### config.mk
export PLATFORM = sky130hd
export DESIGN_NAME = ysyx_25030085_fetch_seq
export DESIGN_NICKNAME = d
export VERILOG_FILES = /design/src/rtl/ysyx_25030085_defs.sv /design/src/rtl/ysyx_25030085_npc_calc.sv /design/src/rtl/ysyx_25030085_fetch_seq.sv
export SDC_FILE = /design/constraint.sdc
export NUM_CORES = 1
export LEC_CHECK = 0
export BUFFER_PORTS_ARGS = -buffer_cell sky130_fd_sc_hd__buf_2
export CORE_MARGIN = 1.5
export CORE_UTILIZATION = 53
export DETAILED_ROUTE_END_ITERATION = 7
export HOLD_SLACK_MARGIN = 0.08
export MAX_ROUTING_LAYER = met4
export PLACE_DENSITY = 0.81
export SYNTH_ARGS = -nofsm -noshare
export SYNTH_HDL_FRONTEND = slang
export SYNTH_SLANG_ARGS = --single-unit
export TNS_END_PERCENT = 100
### constraint.sdc
create_clock -name clk -period 3 [get_ports clk]
set_input_delay 0.45 -clock clk [delete_from_list [all_inputs] [get_ports clk]]
set_output_delay 0.45 -clock clk [all_outputs]
set_load 0.02 [all_outputs]
### src/rtl/ysyx_25030085_defs.sv
// Shared definitions for the NPC fetch/commit sequencer: FSM states,
// jump-kind codes, fault cause codes and the default reset PC.
package ysyx_25030085_defs;

  localparam logic [31:0] RESET_PC_DEF = 32'h8000_0000;

  // Kind of control transfer reported by execute at commit time.
  localparam logic [1:0] JUMP_SEQ  = 2'b00;
  localparam logic [1:0] JUMP_JAL  = 2'b01;
  localparam logic [1:0] JUMP_JALR = 2'b10;

  // Sticky fault causes.
  localparam logic [1:0] FAULT_NONE     = 2'b00;
  localparam logic [1:0] FAULT_MISALIGN = 2'b01;
  localparam logic [1:0] FAULT_BUS      = 2'b10;
  localparam logic [1:0] FAULT_TIMEOUT  = 2'b11;

  typedef enum logic [2:0] {
    S_BOOT  = 3'd0,
    S_REQ   = 3'd1,
    S_WAIT  = 3'd2,
    S_ISSUE = 3'd3,
    S_EXEC  = 3'd4,
    S_FAULT = 3'd5
  } state_e;

  // Instruction addresses must be word aligned (no compressed ISA).
  function automatic logic is_misaligned(input logic [31:0] addr);
    return (addr[1:0] != 2'b00);
  endfunction

endpackage

### src/rtl/ysyx_25030085_npc_calc.sv
// Next-PC calculator: picks sequential, JAL or JALR target from the commit
// information and flags a target that is not word aligned.
module ysyx_25030085_npc_calc
  import ysyx_25030085_defs::*;
(
  input  logic [31:0] pc_i,
  input  logic [1:0]  jump_i,
  input  logic [31:0] imm_i,
  input  logic [31:0] alu_i,
  output logic [31:0] target_o,
  output logic        misaligned_o
);

  logic [31:0] target_s;

  // Select the next PC; JALR clears bit 0, all sums wrap modulo 2^32.
  always_comb begin
    target_s = pc_i + 32'd4;
    case (jump_i)
      JUMP_SEQ:  target_s = pc_i + 32'd4;
      JUMP_JAL:  target_s = pc_i + imm_i;
      JUMP_JALR: target_s = alu_i & 32'hFFFF_FFFE;
      default:   target_s = pc_i + 32'd4;
    endcase
  end

  assign target_o     = target_s;
  assign misaligned_o = is_misaligned(target_s);

endmodule

### src/rtl/ysyx_25030085_fetch_seq.sv
// Multi-cycle fetch/commit sequencer. Owns the architectural PC, fetches one
// instruction at a time over a valid/ready port, hands it to decode, waits for
// commit and then advances the PC. Misaligned targets, bus errors and fetch
// timeouts park the sequencer in a sticky fault state until reset.
module ysyx_25030085_fetch_seq
  import ysyx_25030085_defs::*;
#(
  parameter logic [31:0] RESET_PC = RESET_PC_DEF,
  parameter int unsigned TIMEOUT  = 256,
  parameter int unsigned TO_W     = 8
) (
  input  logic        clk,
  input  logic        rst,
  output logic        req_valid,
  output logic [31:0] req_addr,
  input  logic        req_ready,
  input  logic        rsp_valid,
  input  logic [31:0] rsp_data,
  input  logic        rsp_err,
  output logic        inst_valid,
  output logic [31:0] inst,
  output logic [31:0] inst_pc,
  input  logic        inst_ready,
  input  logic        commit_valid,
  input  logic [1:0]  commit_jump,
  input  logic [31:0] commit_imm,
  input  logic [31:0] commit_alu,
  output logic        fault,
  output logic [1:0]  fault_cause,
  output logic [31:0] fault_addr,
  output logic [31:0] pc_out
);

  localparam logic [TO_W-1:0] CNT_LAST = TO_W'(TIMEOUT - 1);
  localparam logic [TO_W-1:0] CNT_ONE  = TO_W'(1);

  state_e            state_q;
  logic [31:0]       pc_q;
  logic [TO_W-1:0]   cnt_q;
  logic              req_valid_q;
  logic              inst_valid_q;
  logic [31:0]       inst_q;
  logic [31:0]       inst_pc_q;
  logic              fault_q;
  logic [1:0]        fault_cause_q;
  logic [31:0]       fault_addr_q;

  logic [31:0]       npc_d;
  logic              npc_misaligned_s;

  ysyx_25030085_npc_calc u_npc_calc (
    .pc_i         (pc_q),
    .jump_i       (commit_jump),
    .imm_i        (commit_imm),
    .alu_i        (commit_alu),
    .target_o     (npc_d),
    .misaligned_o (npc_misaligned_s)
  );

  // Sequencer FSM with PC, timeout counter and all registered outputs.
  always_ff @(posedge clk or negedge rst) begin
    if (!rst) begin
      state_q       <= S_BOOT;
      pc_q          <= RESET_PC;
      cnt_q         <= '0;
      req_valid_q   <= 1'b0;
      inst_valid_q  <= 1'b0;
      inst_q        <= 32'h0000_0000;
      inst_pc_q     <= 32'h0000_0000;
      fault_q       <= 1'b0;
      fault_cause_q <= FAULT_NONE;
      fault_addr_q  <= 32'h0000_0000;
    end else begin
      case (state_q)
        S_BOOT: begin
          state_q <= S_REQ;
        end
        S_REQ: begin
          // Coming out of boot the request flag is raised here; coming from
          // commit it is already up, so only the handshake remains.
          if (!req_valid_q) begin
            req_valid_q <= 1'b1;
          end else if (req_ready) begin
            req_valid_q <= 1'b0;
            cnt_q       <= '0;
            state_q     <= S_WAIT;
          end
        end
        S_WAIT: begin
          if (rsp_valid) begin
            if (rsp_err) begin
              fault_q       <= 1'b1;
              fault_cause_q <= FAULT_BUS;
              fault_addr_q  <= pc_q;
              state_q       <= S_FAULT;
            end else begin
              inst_q       <= rsp_data;
              inst_pc_q    <= pc_q;
              inst_valid_q <= 1'b1;
              state_q      <= S_ISSUE;
            end
          end else if (cnt_q == CNT_LAST) begin
            fault_q       <= 1'b1;
            fault_cause_q <= FAULT_TIMEOUT;
            fault_addr_q  <= pc_q;
            state_q       <= S_FAULT;
          end else begin
            cnt_q <= cnt_q + CNT_ONE;
          end
        end
        S_ISSUE: begin
          if (inst_ready) begin
            inst_valid_q <= 1'b0;
            state_q      <= S_EXEC;
          end
        end
        S_EXEC: begin
          if (commit_valid) begin
            if (npc_misaligned_s) begin
              fault_q       <= 1'b1;
              fault_cause_q <= FAULT_MISALIGN;
              fault_addr_q  <= npc_d;
              state_q       <= S_FAULT;
            end else begin
              pc_q        <= npc_d;
              req_valid_q <= 1'b1;
              state_q     <= S_REQ;
            end
          end
        end
        S_FAULT: begin
          req_valid_q  <= 1'b0;
          inst_valid_q <= 1'b0;
        end
        default: begin
          req_valid_q  <= 1'b0;
          inst_valid_q <= 1'b0;
          state_q      <= S_FAULT;
        end
      endcase
    end
  end

  assign req_valid   = req_valid_q;
  assign req_addr    = pc_q;
  assign inst_valid  = inst_valid_q;
  assign inst        = inst_q;
  assign inst_pc     = inst_pc_q;
  assign fault       = fault_q;
  assign fault_cause = fault_cause_q;
  assign fault_addr  = fault_addr_q;
  assign pc_out      = pc_q;

endmodule

Word-level counts from Yosys, hierarchy flattened:

Cells that the tools add are included.

* register bits: 144
* latch bits: 0
* RAM bits: 0
* bits in read-only memories: 0
* input port bits: 105
* logic and storage cells: 93
* memories: 0

* $add $sub $neg: 3
* $mul: 0
* divide/modulo/power cells: 0
* $lt $le $gt $ge: 0
* equality and inequality tests: 20
* shift-type cells: 0
* multiplexer cells: 42
* bitwise operators: 5
* reduce and logical (&&, ||, !) cells: 13

Operators with widths (count)
* two-way mux 32 bit: 5
* case mux 32 bit (2 select lines): 2
* adder 32 x 3 -> 32 bit, second input constant: 1
* adder 32 bit: 1
* two-way mux 8 bit: 4
* two-way mux 3 bit: 8
* != test 2 bit, second input constant: 10
* case mux 3 bit (6 select lines): 1
* case mux 8 bit (2 select lines): 1
* two-way mux 1 bit: 12
* two-way mux 2 bit: 5
* AND reduction 5 bit: 2
* AND reduction 3 bit: 3
* adder 8 x 1 -> 8 bit, second input constant: 1
* == test 8 bit, second input constant: 1
* == test 3 x 2 -> 1 bit, second input constant: 2
* == test 3 bit, second input constant: 2
* != test 3 bit, second input constant: 2
* case mux 1 bit (3 select lines): 2
* AND reduction 6 bit: 1
* nonzero test 2 bit: 3
* OR reduction 3 bit: 2
* NOT 1 bit: 5
* case mux 2 bit (2 select lines): 1
* other kinds (6): 6

Depth between registers and ports, before layout:

* depth after elaboration: 6
* gate-level depth with buffers: 11
* mapped depth without buffers: 11

By module:

From an unflattened synthesis, not the netlist that was laid out.

* cell total of the unflattened synthesis: 1052
* area total of the unflattened synthesis: 9392.8 um2

Modules (own cells, without submodules)
* ysyx_25030085_fetch_seq: instances 1, cells each 606, area each 6338.6 um2, seq. area each 3604.7 um2
* ysyx_25030085_npc_calc: instances 1, cells each 446, area each 3054.2 um2, seq. area each 0.0 um2

Least setup slack after synthesis:

Ideal clock, no wire load.

* path kind: register to register
* start: register pc_q[0], in the netlist pc_out[0]
* end: register fault_addr_q[28], in the netlist fault_addr[28]
* arrival: 2.677 ns
* data required time: 2.874 ns
* slack: 0.197 ns
* stages on the path, launching flop included: 12
* cell sequence: dfrtp_1 -> ha_1 -> fa_1 -> a21o_1 -> a221oi_2 -> o21ai_2 -> and3b_1 -> a21oi_2 -> o21ai_1 -> mux2i_1 -> a21oi_1 -> a221o_1

* word-level cells in the longest chain between the ends: 5
* elaborated cells on any way between the ends: 9
* classes of those cells: 2 x add/sub; 1 x eq/ne; 4 x mux; 2 x reduce/logical

Ends and longest elaborated chain
* start: declaration: line ysyx_25030085_fetch_seq.sv:38 `logic [31:0] pc_q;`
* start signal: assignment: line ysyx_25030085_fetch_seq.sv:125 `pc_q <= npc_d;`
* adder 32 x 3 -> 32 bit or adder 32 bit (tied branches): line ysyx_25030085_npc_calc.sv:20, ysyx_25030085_npc_calc.sv:23, ysyx_25030085_npc_calc.sv:21
* case mux 32 bit (2 select lines) *: line ysyx_25030085_npc_calc.sv:19 `case (jump_i)`
* nonzero test 2 bit or two-way mux 32 bit (tied branches): line ysyx_25030085_defs.sv:29, ysyx_25030085_fetch_seq.sv:119
* != test 2 bit (no source line) or two-way mux 32 bit (tied branches)
* AND reduction 5 bit (no source line) or case mux 32 bit (2 select lines) (tied branches)
* end signal: assignment: line ysyx_25030085_fetch_seq.sv:94 `fault_addr_q <= pc_q;`
* end signal: assignment: line ysyx_25030085_fetch_seq.sv:105 `fault_addr_q <= pc_q;`
* end signal: assignment: line ysyx_25030085_fetch_seq.sv:122 `fault_addr_q <= npc_d;`
* end: declaration: line ysyx_25030085_fetch_seq.sv:46 `logic [31:0] fault_addr_q;`

Every way passes the cells marked *; elsewhere a longest branch is shown, timed or not. The select of a mux whose other input is x is not followed.
A chain may end at the register's enable or synchronous reset.

Worst setup path in the final report:

Same ends and word-level chain as after synthesis.

==> flow_summary.json <==
{
  "status": "finished, final reports clean",
  "die_y_um": 132,
  "grtUsageTotal_pct": 30.0,
  "gp_congestion": 0.903,
  "slowest_delay_ns": 0.42,
  "root_buffer": "clkbuf_16",
  "critical_path.slowest_cell": "fa_1",
  "routed.top_layer": "met4",
  "place_ws_ns": -0.0715,
  "die_area_um2": 17500,
  "ios": 270,
  "met2WireLength_um": 12100,
  "synth_seq_cells": 144,
  "numCtsBuffers": 17,
  "drt-met1-wl_um": 10700,
  "viasPerCell": 5.86,
  "fin_crit_ns": 2.89,
  "synth_area_um2": 8850,
  "grt_pass1_vias": 7917,
  "worst_pin_slew_ns": 0.949,
  "power.density_nw_per_um2": 1040,
  "overflow": 0,
  "fin_cells": 1393,
  "clock_latency_ns": 0.43,
  "post_synth.cell_area_avg_um2": 9.86,
  "grt_max_degree": 70,
  "ctsLongestPathBuffers": 2,
  "drv_slew": 0,
  "worst_clock_skew_ns": 0.00897,
  "rsz0062_at_grt": "yes",
  "crit_fanout": 4,
  "yosysWarningCount": 0,
  "ys.flop_type": "dfrtp_1",
  "seq_area_frac_synth_pct": 40.7,
  "cts_sinks": 144,
  "synth-edff-count": 0,
  "crit_family": "compound AO/OA/AOI/OAI gates",
  "n_fill_cell": 1268,
  "max_freq_mhz": 346,
  "async_flop_share_pct": 100,
  "drc": 0,
  "cp.required_ns": 3.31,
  "max_cap_violations": 0,
  "synth_fp_nets": 1038,
  "wl_met3_um": 1640,
  "peakVddDrop_mv": 0.674,
  "hp-class": "primary input to flop",
  "syn2layout_area_growth_pct": 26.2,
  "crit_path_end_kind": "flop",
  "critPathKind": "flop to flop",
  "wl_um": 25200,
  "syn_inst": 897,
  "num_rows": 47,
  "p_leak_uw": 0.00573,
  "setup_violations": 0,
  "yosysUniqueCellTypes": 82,
  "path_buf_inv": 0,
  "htreeDepth": 4,
  "synth_top_area_share_pct": 40.5,
  "post_cts_buffers": 0,
  "antenna_found_initial": 1,
  "num_vias": 8168,
  "cts_tree": "yes",
  "worstPathCellList": "ha_1, fa_1, a21o_1, a221oi_4, o21ai_2, and3b_1, a21oi_2, o21ai_1, mux2i_1, a21oi_1, a221o_1",
  "relSlewSlack_pct": 36.7,
  "synth_top_area_cell": "dfrtp_1",
  "start_util_pct": 53.7,
  "hpwl_um": 18000,
  "core_um2": 16500,
  "critPathLaunchType": "flop",
  "synth_top_cells_by_area": "dfrtp_1 (40%), mux2_2 (7.6%), ha_1 (5.0%)",
  "wl_per_cell_um": 18.1,
  "clk_pin_slew_ns": 0.07,
  "dieWidth_um": 132,
  "finalCritPeriodShare_pct": 96.4,
  "ant_nets": 0,
  "drt_iter0_drc": 630,
  "setup_ws_ns": 0.107,
  "grt_pass1_wl_um": 40300,
  "placedCellCount": 1359,
  "critPathArrivalTime_ns": 3.20,
  "layout-drive-gt1-share_pct": 39.0,
  "port_buffers": 268,
  "final-hold-violation-count": 0,
  "drtPass1Iterations": 6,
  "nets": 1300
}
## routing by layer
metal / vias to the layer above / track usage, %
li1: 3809 / -
met1: 3939 / 37.7
met2: 364 / 48.5
met3: 56 / 4.65
met4: 0 / 12.2
met5: - / -
## logic make-up (layout without fill, tap and decap cells)
family	Yosys count	after routing	synth area share [%]
AO/OA/AOI/OAI	272	272	20.9
AND/OR/NAND/NOR	223	223	13.6
flip-flops	144	144	40.7
buffers and inverters	106	381	6.22
multiplexers	63	63	7.98
XOR/XNOR	53	53	5.33
adder cells (fa/ha/maj)	36	36	5.18
other	0	1	0
## worst paths after layout
path                              start        endpoint  slack [ns]  depth (start not counted)
min in group asynchronous           rst         inst[0]        0.56                          2
setup reg to reg              pc_out[0]  fault_addr[28]        0.11                         11
hold / removal             rsp_data[13]        inst[13]        0.25                          2
setup / recovery              pc_out[0]  fault_addr[28]        0.11                         11
max in group asynchronous           rst      inst_pc[4]        1.70                          3
hold reg to reg             inst_pc[20]     inst_pc[20]        0.48                          2
## cell type report
type | count | area (µm²) | share of cell area [%]
Tap cell | 220 | 275 | 2.47
Inverter | 22 | 82.6 | 0.740
Timing Repair Buffer | 327 | 1820 | 16.3
Multi-Input combinational cell | 647 | 4740 | 42.4
Clock buffer | 17 | 425 | 3.81
Antenna cell | 1 | 2.50 | 0.0224
Sequential cell | 144 | 3600 | 32.3
Clock inverter | 15 | 218 | 1.95
## flip-flops by register name (all words and copies together), names as in the netlist
| name | cells |
|---|---|
| inst_pc | 32 |
| state_q | 3 |
| cnt_q | 8 |
| inst_valid | 1 |
| fault_addr | 32 |
| fault | 1 |
| fault_cause | 2 |
| req_valid | 1 |
| pc_out | 32 |
| inst | 32 |
## what timing repair did
item / 4_1_cts / 5_1_grt
endpoints found under the hold margin: 57 / 0
setup endpoints to repair: 0 / 10
hold buffers: 1 / 0
gates resized for setup: 0 / 5
## metrics by stage
stage,util [%],hold WS [ns],setup TNS (ns),instance area [µm²],power (µW)
floorplan,-,0.154,0,8850,7490
global placement,63.6,0.453,-0.0551,10500,9100
detailed placement,63.6,0.460,-0.106,10500,9260
CTS,67.6,0.235,0,11100,11600
global route,67.8,0.239,-0.0678,11200,12400
finish,67.8,0.246,0,11200,11600
## where the power goes
part / total [µW] / internal (µW) / leakage [µW] / switching [µW]
combinational: 6140 / 2420 / 0.00355 / 3720
clock: 2300 / 1350 / 0.000315 / 948
sequential: 3210 / 2690 / 0.00187 / 519
total: 11600 / 6470 / 0.00573 / 5180
## Yosys cell counts (all sizes together), types with 2 or more instances
cell type,n
a2111oi,2
a222oi,8
or2,2
nor2b,8
a221o,14
a21o,18
nand3b,3
a211oi,2
nand4,13
and4,6
o21bai,3
inv,22
o31ai,7
ha,35
clkbuf,33
mux2i,3
a2bb2oi,2
nand3,23
xor2,22
o21a,5
a31oi,6
a221oi,12
nand2,87
nor2,25
o22ai,4
a22o,5
xnor2,31
nand2b,3
buf,51
mux2,60
and2,6
and3,15
nor3,12
a21oi,62
dfrtp,143
o21ai,83
a31o,2
a22oi,20
nor4,5
o211ai,4
nor3b,2
or3,8
or4,2
## cells in the final DEF, fill, tap and decap left out, types with 12 or more instances in the layout
| cell type | synthesis | routed |
|---|---|---|
| xor2_1 | 22 | 22 |
| and3_1 | 14 | 14 |
| buf_2 | 8 | 267 |
| a21o_1 | 18 | 18 |
| o21ai_1 | 21 | 20 |
| nand2_1 | 86 | 85 |
| mux2_2 | 60 | 60 |
| clkbuf_16 | 0 | 17 |
| o21ai_0 | 57 | 57 |
| buf_4 | 34 | 56 |
| a22oi_1 | 20 | 20 |
| xnor2_1 | 30 | 30 |
| a21oi_1 | 58 | 58 |
| dfrtp_1 | 143 | 143 |
| ha_1 | 35 | 35 |
| nor3_1 | 12 | 12 |
| nand3_1 | 23 | 22 |
| a221o_1 | 14 | 14 |
| nor2_1 | 25 | 24 |
| inv_1 | 21 | 21 |
## worst register-to-register path: stages (launching register included)
cell	delay [ns]
dfrtp_1	0.38
ha_1	0.22
fa_1	0.42
a21o_1	0.24
a221oi_4	0.27
o21ai_2	0.12
and3b_1	0.24
a21oi_2	0.20
o21ai_1	0.12
mux2i_1	0.22
a21oi_1	0.10
a221o_1	0.26
Power figures use the tool's default switching activity.
